$ cat src/rtl/up_dn_pkg.sv
// Shared definitions for the up/down counter command path.
// Used by the command generator and by the counter it drives.
package up_dn_pkg;

    localparam int VAL_W = 5;

    typedef logic [VAL_W-1:0] val_t;

    typedef enum logic [1:0] {
        ST_IDLE   = 2'd0,
        ST_PRESS  = 2'd1,
        ST_HOLD   = 2'd2,
        ST_REPEAT = 2'd3
    } rep_state_t;

endpackage

$ cat src/rtl/btn_debounce.sv
// Two-flop synchronizer, counter-based debouncer and registered rise detector
// for a single raw pushbutton.
module btn_debounce #(
    parameter int DB_CYCLES = 4
) (
    input  logic clk,
    input  logic rst_n,
    input  logic btn,
    output logic level,
    output logic rise
);

    localparam int CW = (DB_CYCLES > 1) ? $clog2(DB_CYCLES) : 1;

    logic [1:0]    sync;
    logic [CW-1:0] cnt;
    logic          level_d;

    // A level change is accepted only after DB_CYCLES consecutive differing samples;
    // the counter clears on acceptance or on any agreeing sample, so it never wraps.
    always_ff @(posedge clk or negedge rst_n) begin
        if (!rst_n) begin
            sync    <= '0;
            cnt     <= '0;
            level   <= 1'b0;
            level_d <= 1'b0;
            rise    <= 1'b0;
        end else begin
            sync    <= {sync[0], btn};
            level_d <= level;
            rise    <= level & ~level_d;
            if (sync[1] == level) begin
                cnt <= '0;
            end else if (cnt == CW'(DB_CYCLES - 1)) begin
                level <= sync[1];
                cnt   <= '0;
            end else begin
                cnt <= cnt + 1'b1;
            end
        end
    end

endmodule

$ cat src/rtl/up_dn_cmd_gen.sv
// Turns raw Load/Up/Down pushbuttons and SW switches into arbitrated,
// single-cycle, registered commands for a 5-bit up/down counter.
module up_dn_cmd_gen
    import up_dn_pkg::*;
#(
    parameter int DB_CYCLES  = 4,
    parameter int REP_DELAY  = 16,
    parameter int REP_PERIOD = 4
) (
    input  logic             CLK,
    input  logic             RST,
    input  logic             Load_Btn,
    input  logic             Up_Btn,
    input  logic             Down_Btn,
    input  logic [VAL_W-1:0] SW,
    input  logic             High,
    input  logic             Low,
    output logic             Load,
    output logic             Up,
    output logic             Down,
    output logic [VAL_W-1:0] IN
);

    localparam int DW = (REP_DELAY > 0) ? $clog2(REP_DELAY + 1) : 1;
    localparam int PW = (REP_PERIOD > 1) ? $clog2(REP_PERIOD) : 1;

    logic       load_level;
    logic       load_rise;
    logic [1:0] btn_level;
    logic [1:0] btn_rise;
    logic [1:0] rep_req;
    val_t       sw_s1;
    val_t       sw_s2;
    logic       load_req;
    logic       up_ok;
    logic       down_ok;

    btn_debounce #(.DB_CYCLES(DB_CYCLES)) u_load_db (
        .clk   (CLK),
        .rst_n (RST),
        .btn   (Load_Btn),
        .level (load_level),
        .rise  (load_rise)
    );

    btn_debounce #(.DB_CYCLES(DB_CYCLES)) u_up_db (
        .clk   (CLK),
        .rst_n (RST),
        .btn   (Up_Btn),
        .level (btn_level[0]),
        .rise  (btn_rise[0])
    );

    btn_debounce #(.DB_CYCLES(DB_CYCLES)) u_down_db (
        .clk   (CLK),
        .rst_n (RST),
        .btn   (Down_Btn),
        .level (btn_level[1]),
        .rise  (btn_rise[1])
    );

    // Index 0 is the Up repeater, index 1 the Down repeater.
    for (genvar g = 0; g < 2; g++) begin : g_rep
        rep_state_t    state;
        rep_state_t    state_nxt;
        logic [DW-1:0] dly;
        logic [DW-1:0] dly_nxt;
        logic [PW-1:0] per;
        logic [PW-1:0] per_nxt;
        logic          req;

        always_ff @(posedge CLK or negedge RST) begin
            if (!RST) begin
                state <= ST_IDLE;
                dly   <= '0;
                per   <= '0;
            end else begin
                state <= state_nxt;
                dly   <= dly_nxt;
                per   <= per_nxt;
            end
        end

        // dly counts cycles since the initial pulse and saturates at REP_DELAY;
        // per reloads to zero after each repeat slot.
        always_comb begin
            state_nxt = state;
            dly_nxt   = dly;
            per_nxt   = per;
            req       = 1'b0;
            if (!btn_level[g]) begin
                state_nxt = ST_IDLE;
                dly_nxt   = '0;
                per_nxt   = '0;
            end else begin
                case (state)
                    ST_IDLE: begin
                        if (btn_rise[g]) begin
                            req       = 1'b1;
                            state_nxt = ST_PRESS;
                            dly_nxt   = DW'(1);
                        end
                    end
                    ST_PRESS: begin
                        state_nxt = ST_HOLD;
                        dly_nxt   = (dly >= DW'(REP_DELAY)) ? dly : dly + 1'b1;
                    end
                    ST_HOLD: begin
                        if (dly >= DW'(REP_DELAY)) begin
                            state_nxt = ST_REPEAT;
                            per_nxt   = '0;
                        end else begin
                            dly_nxt = dly + 1'b1;
                        end
                    end
                    ST_REPEAT: begin
                        req     = (per == '0);
                        per_nxt = (per == PW'(REP_PERIOD - 1)) ? '0 : per + 1'b1;
                    end
                    default: state_nxt = ST_IDLE;
                endcase
            end
        end

        assign rep_req[g] = req;
    end

    // Load beats Down beats Up; a held Down button also locks out Up entirely.
    assign load_req = load_rise & load_level;
    assign down_ok  = rep_req[1] & ~Low;
    assign up_ok    = rep_req[0] & ~High & ~btn_level[1];

    always_ff @(posedge CLK or negedge RST) begin
        if (!RST) begin
            sw_s1 <= '0;
            sw_s2 <= '0;
            Load  <= 1'b0;
            Up    <= 1'b0;
            Down  <= 1'b0;
            IN    <= '0;
        end else begin
            sw_s1 <= SW;
            sw_s2 <= sw_s1;
            Load  <= load_req;
            Down  <= down_ok & ~load_req;
            Up    <= up_ok & ~load_req & ~down_ok;
            if (load_req) begin
                IN <= sw_s2;
            end
        end
    end

endmodule

$ cat config.mk
export PLATFORM = sky130hd
export DESIGN_NAME = up_dn_cmd_gen
export DESIGN_NICKNAME = d
export VERILOG_FILES = /design/src/rtl/up_dn_pkg.sv /design/src/rtl/btn_debounce.sv /design/src/rtl/up_dn_cmd_gen.sv
export SDC_FILE = /design/constraint.sdc
export NUM_CORES = 1
export LEC_CHECK = 0
export CAP_MARGIN = 25
export CORE_ASPECT_RATIO = 0.8
export CORE_UTILIZATION = 50
export CTS_BUF_LIST = sky130_fd_sc_hd__clkbuf_8
export DETAILED_ROUTE_END_ITERATION = 16
export PLACE_DENSITY = 0.81
export SYNTH_ARGS = -nofsm -noshare
export SYNTH_HDL_FRONTEND = slang
export SYNTH_SLANG_ARGS = --single-unit
$ cat constraint.sdc
create_clock -name CLK -period 2.8 [get_ports CLK]
set_input_delay 0.56 -clock CLK [delete_from_list [all_inputs] [get_ports CLK]]
set_output_delay 0.56 -clock CLK [all_outputs]
set_load 0.01 [all_outputs]
Yosys cells after proc, flatten, opt, wreduce, memory -nomap -nowiden
Index checks and enable logic that the tools add are counted.
W data, S select, Z words.
{"block": "word_totals", "regBits": 57, "inputBits": 12, "elab_cells": 134}
{"block": "classes", "bitwise": 21, "n_reduce_logical": 15, "eq_ne": 26, "magnitude_cmp": 2, "add_sub_neg": 7, "muxes": 36}
{"operator": "$mux W2", "n": 18}
{"operator": "$mux W5", "n": 6}
{"operator": "$ne A3 B3 Y1 const B", "n": 10}
{"operator": "$pmux W5 S2", "n": 2}
{"operator": "$eq A2 B2 Y1 const B", "n": 9}
{"operator": "$pmux W2 S3", "n": 2}
{"operator": "$reduce_and A3 Y1", "n": 4}
{"operator": "$not A1 Y1", "n": 11}
{"operator": "$add A2 B1 Y2 const B", "n": 5}
{"operator": "$add A5 B1 Y5 const B", "n": 2}
{"operator": "$and A1 B1 Y1", "n": 10}
{"operator": "$ge A5 B5 Y1 const B", "n": 2}
{"operator": "$reduce_and A2 Y1", "n": 5}
{"operator": "$logic_not A2 Y1", "n": 4}
{"operator": "$ne A4 B4 Y1 const B", "n": 2}
{"operator": "$pmux W2 S2", "n": 2}
{"operator": "$eq A2 B1 Y1 const B", "n": 2}
{"operator": "$mux W1", "n": 4}
{"operator": "$pmux W1 S2", "n": 2}
{"operator": "$reduce_or A2 Y1", "n": 2}
{"operator": "$eq A1 B1 Y1", "n": 3}

Longest topological paths before layout
Gate-level depths: netlist (run 1).
{"block": "logic_depth", "ltp_word": 7, "ltp_mapped": 6, "mapped_depth_nobuf": 5}

Cells and area by module
From an unflattened synthesis (run 1), not the netlist that was laid out.
{"block": "unflattened", "hier_cells": 197, "hier_area_um2": 2434.8}
{"module": "up_dn_cmd_gen", "area_per_inst_um2": 1744.2, "instances": 1, "seq_area_each_um2": 900.9, "cells_per_inst": 158}
{"module": "btn_debounce", "area_per_inst_um2": 230.2, "instances": 3, "seq_area_each_um2": 175.2, "cells_per_inst": 13}

Worst setup path before layout (run 1)
OpenSTA, ideal clock, no wires.
{"block": "synth_path", "path_type": "flip-flop to flip-flop", "from": "reg g_rep[1].state[0]", "to": "reg g_rep[1].dly[3]", "required_ns": 2.718, "arrival_time_ns": 1.600, "stages_incl_launch_ff": 7, "n_path_buf": 1, "setup_ns": 0.082, "setup_slack_ns": 1.118, "synth_period_minus_slack_ns": 1.682, "cell_sequence": "dfrtp_1 > inv_1 > ha_1 > buf_4 > or2b_1 > or4_1 > a31oi_1"}
{"block": "synth_between", "elab_chain_len": 4, "word_cells_on_any_way": 10, "cone_classes": "eq/ne (5); mux (2); reduce/logical (3)"}
{"item": "start: declaration", "line": "up_dn_cmd_gen.sv:64", "source": "rep_state_t state;"}
{"item": "start signal: assignment", "line": "up_dn_cmd_gen.sv:78", "source": "state <= state_nxt;"}
{"item": "$eq A2 B2 Y1 or $eq A2 B1 Y1 (tied branches)", "line": "up_dn_cmd_gen.sv:96", "source": "case (state)"}
{"item": "$reduce_or A2 Y1 (no line)"}
{"item": "$ne A3 B3 Y1 (no line) or $pmux W5 S2 (tied branches)"}
{"item": "$reduce_and A3 Y1 (no line) or $mux W5 (tied branches)"}
{"item": "end signal: assignment", "line": "up_dn_cmd_gen.sv:79", "source": "dly <= dly_nxt;"}
{"item": "end: declaration", "line": "up_dn_cmd_gen.sv:66", "source": "logic [DW-1:0] dly;"}
Several ways; a longest one is shown, not always the timed one.
A chain may end at the register's enable or synchronous reset.

Final worst setup path (run 1)
Ends and elaborated chain as after synthesis.

==> results.cfg, run 1 <==
[grt]
grt_max_degree = 39
grt.total_usage_pct = 18.8
grt_pass1_vias = 1558
grt_first_pass_wirelength_um = 7170
grt_overflow = 0
antenna_found_initial = 0

[critical_path]
crit_arrival_ps = 2090
cp.buffers_inverters = 1
crit_family = simple AND/OR/NAND/NOR gates
cp_max_fo = 10
cpMaxStageDelayCell = ha_1
critPathLaunchType = flip-flop
path_cells = inv_1, ha_1, or2b_1, or4_1, a31oi_1
path_class = reg -> reg
r2r_end = g_rep[1].dly[3]
critPathCaptureType = flip-flop
reg2reg_depth = 5
crit_required_ps = 3050
max_stage_delay_ps = 450
r2r-start = g_rep[1].state[0]
reg2reg_slack_ps = 970

[clock_tree]
cts_max_path_buffers = 2
clk_latency_ps = 330
clk_pin_slew_ps = 60
cts-root-buf = clkbuf_8
post-cts-setup-buffers = 0
cts_made_buffers = 9
cts_resized = 0
htreeDepth = 3
cts_tree = yes
cts_hold_buf = 0
cts_sinks = 57

[logic_synthesis]
ys_types = 48
synth_edf_count = 0
synth.area.mux_share_pct = 5.10
synth_top_family_by_area = simple AND/OR/NAND/NOR gates
synthFlopType = dfrtp_1
avgSynthCellArea_um2 = 12.4
synth_compound_area_share_pct = 8.02
syn-num-nets = 235
yosysWarnings = 0
synthArstFlopShare_pct = 100
synth_fa_ha_area_share_pct = 9.40
syn_area_um2 = 2530
ys_seq_elements = 57
synth-simple-area-share_pct = 16.2
synth_xor_area_share_pct = 1.04
synth_cells = 204
yosysSeqAreaShare_pct = 56.4

[route]
drtIter0Drc = 124
wl_per_cell_um = 14.1
drc_errors = 0
ant_nets = 0
via_count = 1609
vias_per_cell = 5.53
wl_um = 4100
firstDrtPassIters = 4

[power_and_ir_drop]
p_seq_share_pct = 44.9
p_leak_nw = 1.32
power_density_nw_per_um2 = 882
p_int_w = 0.00177
combPwrFrac_pct = 27.4
clkPwrFrac_pct = 27.6
vdd_drop_max_uv = 489
swShare_pct = 31.5
p_sw_w = 0.000815

[sta]
slew_headroom_pct = 67.2
tightest_slew_ps = 492
setup_violations = 0
worst_clock_skew_ps = 5.72
hold_viol = 0
fin_crit_ps = 1830
fin_hold_ws_ps = 160
rsz0062_at_grt = false
max_freq_mhz = 545
setup-tns-final_ps = 0
finalCritPeriodShare_pct = 65.5
slew_viol_final = 0

[run]
drv_cap = 0

[final_layout]
layout.nets = 257
stdcell_count = 291
antenna_cells = 0
area_growth_pct = 16.0
drive_gt1_share_pct = 12.1

[min_path]
hp-class = in -> async

[floorplanning]
dieHeight_um = 65.6
die_area_um2 = 5350
rows = 22
chipWidth_um = 81.5
core_area_um2 = 4730
start_util_pct = 53.4
io_pins = 20

[status]
status = finished, final reports clean

[placed_design]
io_buffers = 19
dpl.hpwl_um = 2880
globalplace.congestion = 0.848
dp.cells = 275
==> cell type report <==
type	instances	area, µm²
fillers	374	1800
flip-flops and latches	57	1430
inverters	11	41.3
well taps	60	75.1
clock inverters	3	13.8
repair buffers	20	193
clock buffers	13	179
multi-input cells	127	1000
==> power groups by stage <==
stage          sequential [W]  combinational, W  clock [W]
2_1_floorplan         0.00113          0.000528          0
3_3_place_gp          0.00117          0.000695          0
3_5_place_dp          0.00118          0.000712          0
4_1_cts               0.00116          0.000717   0.000739
5_1_grt               0.00119          0.000793   0.000779
6_report              0.00116          0.000709   0.000715
==> worst reg2reg max path, cell delays in order, from the launching register on <==
cell	delay, ps
dfrtp_1	410
inv_1	90
ha_1	450
or2b_1	250
or4_1	390
a31oi_1	170
==> layout by cell type (no fill, tap or decap), types with 3 or more instances in the layout <==
cell type / n
mux2_1: 4
or4_1: 3
nor2_1: 8
nor2b_1: 6
nand3_1: 5
mux2_2: 3
inv_1: 10
nand2b_1: 8
clkdlybuf4s50_1: 18
nor3_1: 7
o21ai_0: 4
ha_1: 19
a31oi_1: 4
nand2_1: 10
clkbuf_8: 13
xnor2_1: 3
mux2i_1: 5
dfrtp_1: 57
a32oi_1: 4
==> Yosys cell counts (3+ instances only) <==
library cell,n,area share (%)
dfrtp_1,57,56
ha_1,19,9.4
nand2_1,10,1.5
inv_1,9,1.3
nand2b_1,8,2.0
nor2_1,8,1.2
nor3_1,7,1.4
nor2b_1,6,1.5
mux2i_1,5,2.0
nand3_1,5,0.99
a31oi_1,4,0.99
a32oi_1,4,1.4
mux2_1,4,1.8
o21ai_0,4,0.79
buf_2,3,0.59
clkbuf_1,3,0.45
mux2_2,3,1.3
or4_1,3,0.89
xnor2_1,3,1.0
==> state kept, by name, indices dropped and copies added (netlist names), 2 cells and up <==
register and count:
IN 5, u_down_db.sync 2, u_load_db.cnt 2, u_up_db.sync 2, sw_s1 5, g_rep.dly 10
g_rep.per 4, u_down_db.cnt 2, u_up_db.cnt 2, sw_s2 5, g_rep.state 4, u_load_db.sync 2
==> worst max path at each step <==
stage / startpoint / end / slack, ps / depth (start not counted)
after global routing: g_rep[1].state[0] / g_rep[1].dly[3] / 880 / 5
final: g_rep[1].state[0] / g_rep[1].dly[3] / 970 / 5
after global placement: g_rep[1].state[0] / g_rep[1].dly[3] / 1030 / 5
after CTS: g_rep[1].state[0] / g_rep[1].dly[3] / 960 / 5
after detailed placement: g_rep[1].state[0] / g_rep[1].dly[3] / 940 / 5
after floorplan: g_rep[1].state[0] / g_rep[1].dly[3] / 1120 / 6
==> cells by family (layout without fill, tap and decap cells) <==
family | Yosys count | count (layout)
and+or+nand+nor | 66 | 66
buffers and inverters | 20 | 47
AOI/OAI and AO/OA | 27 | 27
DFF | 57 | 57
muxes | 12 | 12
adders and majority gates | 19 | 19
xor gates and xnor gates | 3 | 3
==> routing by layer <==
layer  up-vias  routed length, µm  GRT usage [%]
li1        766                  -              -
met1       786               2020           24.7
met2        41               1770           26.9
met3        16                216           6.39
met4         0                 99           10.5
met5         -                  0              0
==> through the flow <==
| stage | total power, W | utilization (%) | worst slack (ps) | area, µm² |
|---|---|---|---|---|
| final | 0.00259 | 61.9 | 965 | 2930 |
| after CTS | 0.00262 | 61.9 | 958 | 2930 |
| after global routing | 0.00276 | 61.9 | 880 | 2930 |
| after global placement | 0.00186 | 57.9 | 1030 | 2740 |
| after detailed placement | 0.00189 | 57.9 | 937 | 2740 |
| after floorplan | 0.00166 | - | 1120 | 2530 |
(Power assumes the default switching activity.)
==> run 2: changes to the inputs <==
--- a/config.mk
+++ b/config.mk
@@ -10,7 +10,7 @@
 export CORE_UTILIZATION = 50
 export CTS_BUF_LIST = sky130_fd_sc_hd__clkbuf_8
 export DETAILED_ROUTE_END_ITERATION = 16
-export PLACE_DENSITY = 0.81
+export PLACE_DENSITY = 0.84
 export SYNTH_ARGS = -nofsm -noshare
 export SYNTH_HDL_FRONTEND = slang
 export SYNTH_SLANG_ARGS = --single-unit
==> constraint.sdc (replaced) <==
create_clock -name CLK -period 1.65 [get_ports CLK]
set_input_delay 0.33 -clock CLK [delete_from_list [all_inputs] [get_ports CLK]]
set_output_delay 0.33 -clock CLK [all_outputs]
set_load 0.01 [all_outputs]
==> run 2 against run 1 <==
Worst hold slack improved by 180 ps; flip-flop and latch count unchanged; sequential power increased by 65%; register-to-register slack got worse by 920 ps; non-clock buffer count increased by 18; first-iteration DRC count decreased by 38%; critical endpoint is now g_rep[0].dly[0].
==> results.cfg, run 2 (synthesized netlist as in run 1, its figures left out) <==
[status]
status = finished, final reports clean

[clock_tree]
cts-root-buf = clkbuf_8
cts_max_path_buffers = 2
cts_sinks = 57
clk_pin_slew_ps = 70
cts_made_buffers = 9
htreeDepth = 3
clk_latency_ps = 330
cts_tree = yes

[critical_path]
crit_arrival_ps = 1830
path_class = reg -> reg
cp_max_fo = 6
critPathLaunchType = flip-flop
r2r-start = g_rep[0].state[1]
critPathCaptureType = flip-flop
crit_required_ps = 1870
crit_start = g_rep[0].state[1]

[final_layout]
largest_reg_flops = 10
layout.nets = 275
finish.utilization_pct = 65.2
final_common_cell = dfrtp_1
antenna_cells = 0
regMostFlops = g_rep.dly
most-common-layout-cells = dfrtp_1, clkdlybuf4s50_1, buf_4, ha_1, clkbuf_8
drive_gt1_share_pct = 20.9
area_growth_pct = 22.1
stdcell_count = 309

[sta]
fin_crit_ps = 1600
rsz0062_at_grt = false
finalCritPeriodShare_pct = 97.2
slew_viol_final = 0
worst_clock_skew_ps = 6.27
tightest_slew_ps = 359
slew_headroom_pct = 76.1
hold_viol = 0
setup_violations = 0
max_freq_mhz = 624

[floorplanning]
dieHeight_um = 65.6
io_pins = 20
die_area_um2 = 5350
start_util_pct = 53.4
chipWidth_um = 81.5
rows = 22
core_area_um2 = 4730

[run]
drv_cap = 0

[grt]
grt_overflow = 0
grt_pass1_vias = 1589
antenna_found_initial = 0
grt_first_pass_wirelength_um = 7290
grt_max_degree = 58
grt.total_usage_pct = 19.2

[placed_design]
dpl.hpwl_um = 2820
globalplace.congestion = 0.909
io_buffers = 19
dp.cells = 287

[power_and_ir_drop]
p_sw_w = 0.00146
combPwrFrac_pct = 32.5
p_int_w = 0.00308
swShare_pct = 32.1
p_seq_share_pct = 42.0
clkPwrFrac_pct = 25.5
vdd_drop_max_uv = 943
p_leak_nw = 1.41
power_density_nw_per_um2 = 1470

[min_path]
hp-class = reg -> reg
worstHoldStart = u_down_db.sync[0]

[route]
ant_nets = 0
wl_per_cell_um = 13.6
via_count = 1654
drc_errors = 0
wl_um = 4200
firstDrtPassIters = 4
vias_per_cell = 5.35
drtIter0Drc = 77
-- run 2: changes by cell type in the layout (fill, tap and decap cells not counted), moves of 2 or more --
cell	change
ha_2	+3
buf_4	+16
clkinvlp_4	+2
clkbuf_8	-2
inv_2	+2
inv_1	-3
ha_1	-3
-- run 2: per-layer routing --
metal	GRT usage, %	vias to the layer above	routed length (µm)
li1	-	800	-
met1	24.5	807	1990
met2	28.0	38	1960
met3	7.08	9	177
met4	10.7	0	81
met5	0	-	0
-- run 2: layout make-up --
type	count	area, µm²
multi-input cells	127	1020
fillers	341	1650
repair buffers	38	343
inverters	11	41.3
clock buffers	11	151
well taps	60	75.1
flip-flops and latches	57	1430
clock inverters	5	30.0
-- run 2: worst paths after layout --
kind | end | cells past startpoint | slack [ps]
worst max-delay path | g_rep[0].dly[0] | 4 | 50
worst min-delay path | u_down_db.sync[1] | 0 | 340
worst max register to register | g_rep[0].dly[0] | 4 | 50
worst min register to register | u_down_db.sync[1] | 0 | 340
max in group asynchronous | g_rep[0].per[1] | 3 | 870
min in group asynchronous | g_rep[1].dly[2] | 3 | 520
-- run 2: power by group through the flow --
stage / logic (W) / registers (W) / clock network, W
4_1_cts: 0.00146 / 0.00190 / 0.00119
6_report: 0.00148 / 0.00191 / 0.00116
2_1_floorplan: 0.000916 / 0.00193 / 0
3_5_place_dp: 0.00141 / 0.00193 / 0
3_3_place_gp: 0.00136 / 0.00191 / 0
5_1_grt: 0.00165 / 0.00195 / 0.00124
-- run 2: metrics by stage --
step	TNS (ps)	setup slack, ps	hold slack [ps]	instance area, µm²	power [W]
6_report	0	46.7	341	3090	0.00454
5_1_grt	0	3.03	345	3090	0.00485
4_1_cts	0	28.1	345	3070	0.00455
3_5_place_dp	-18.4	-13.0	336	2850	0.00334
3_3_place_gp	0	26.0	335	2850	0.00328
2_1_floorplan	-20.4	-20.4	34.4	2540	0.00284
-- run 2: critical path: stages (launching register included) --
cell and delay, ps:
dfrtp_1 360, inv_1 60, ha_2 370, or4b_4 480, a22o_1 210
-- run 2: repair_timing --
item,in CTS,in global routing
setup endpoints to repair,2,5
resized for setup,0,6
hold endpoints to repair,57,0
pin swaps,0,3
hold buffers,1,0
setup buffers,5,0
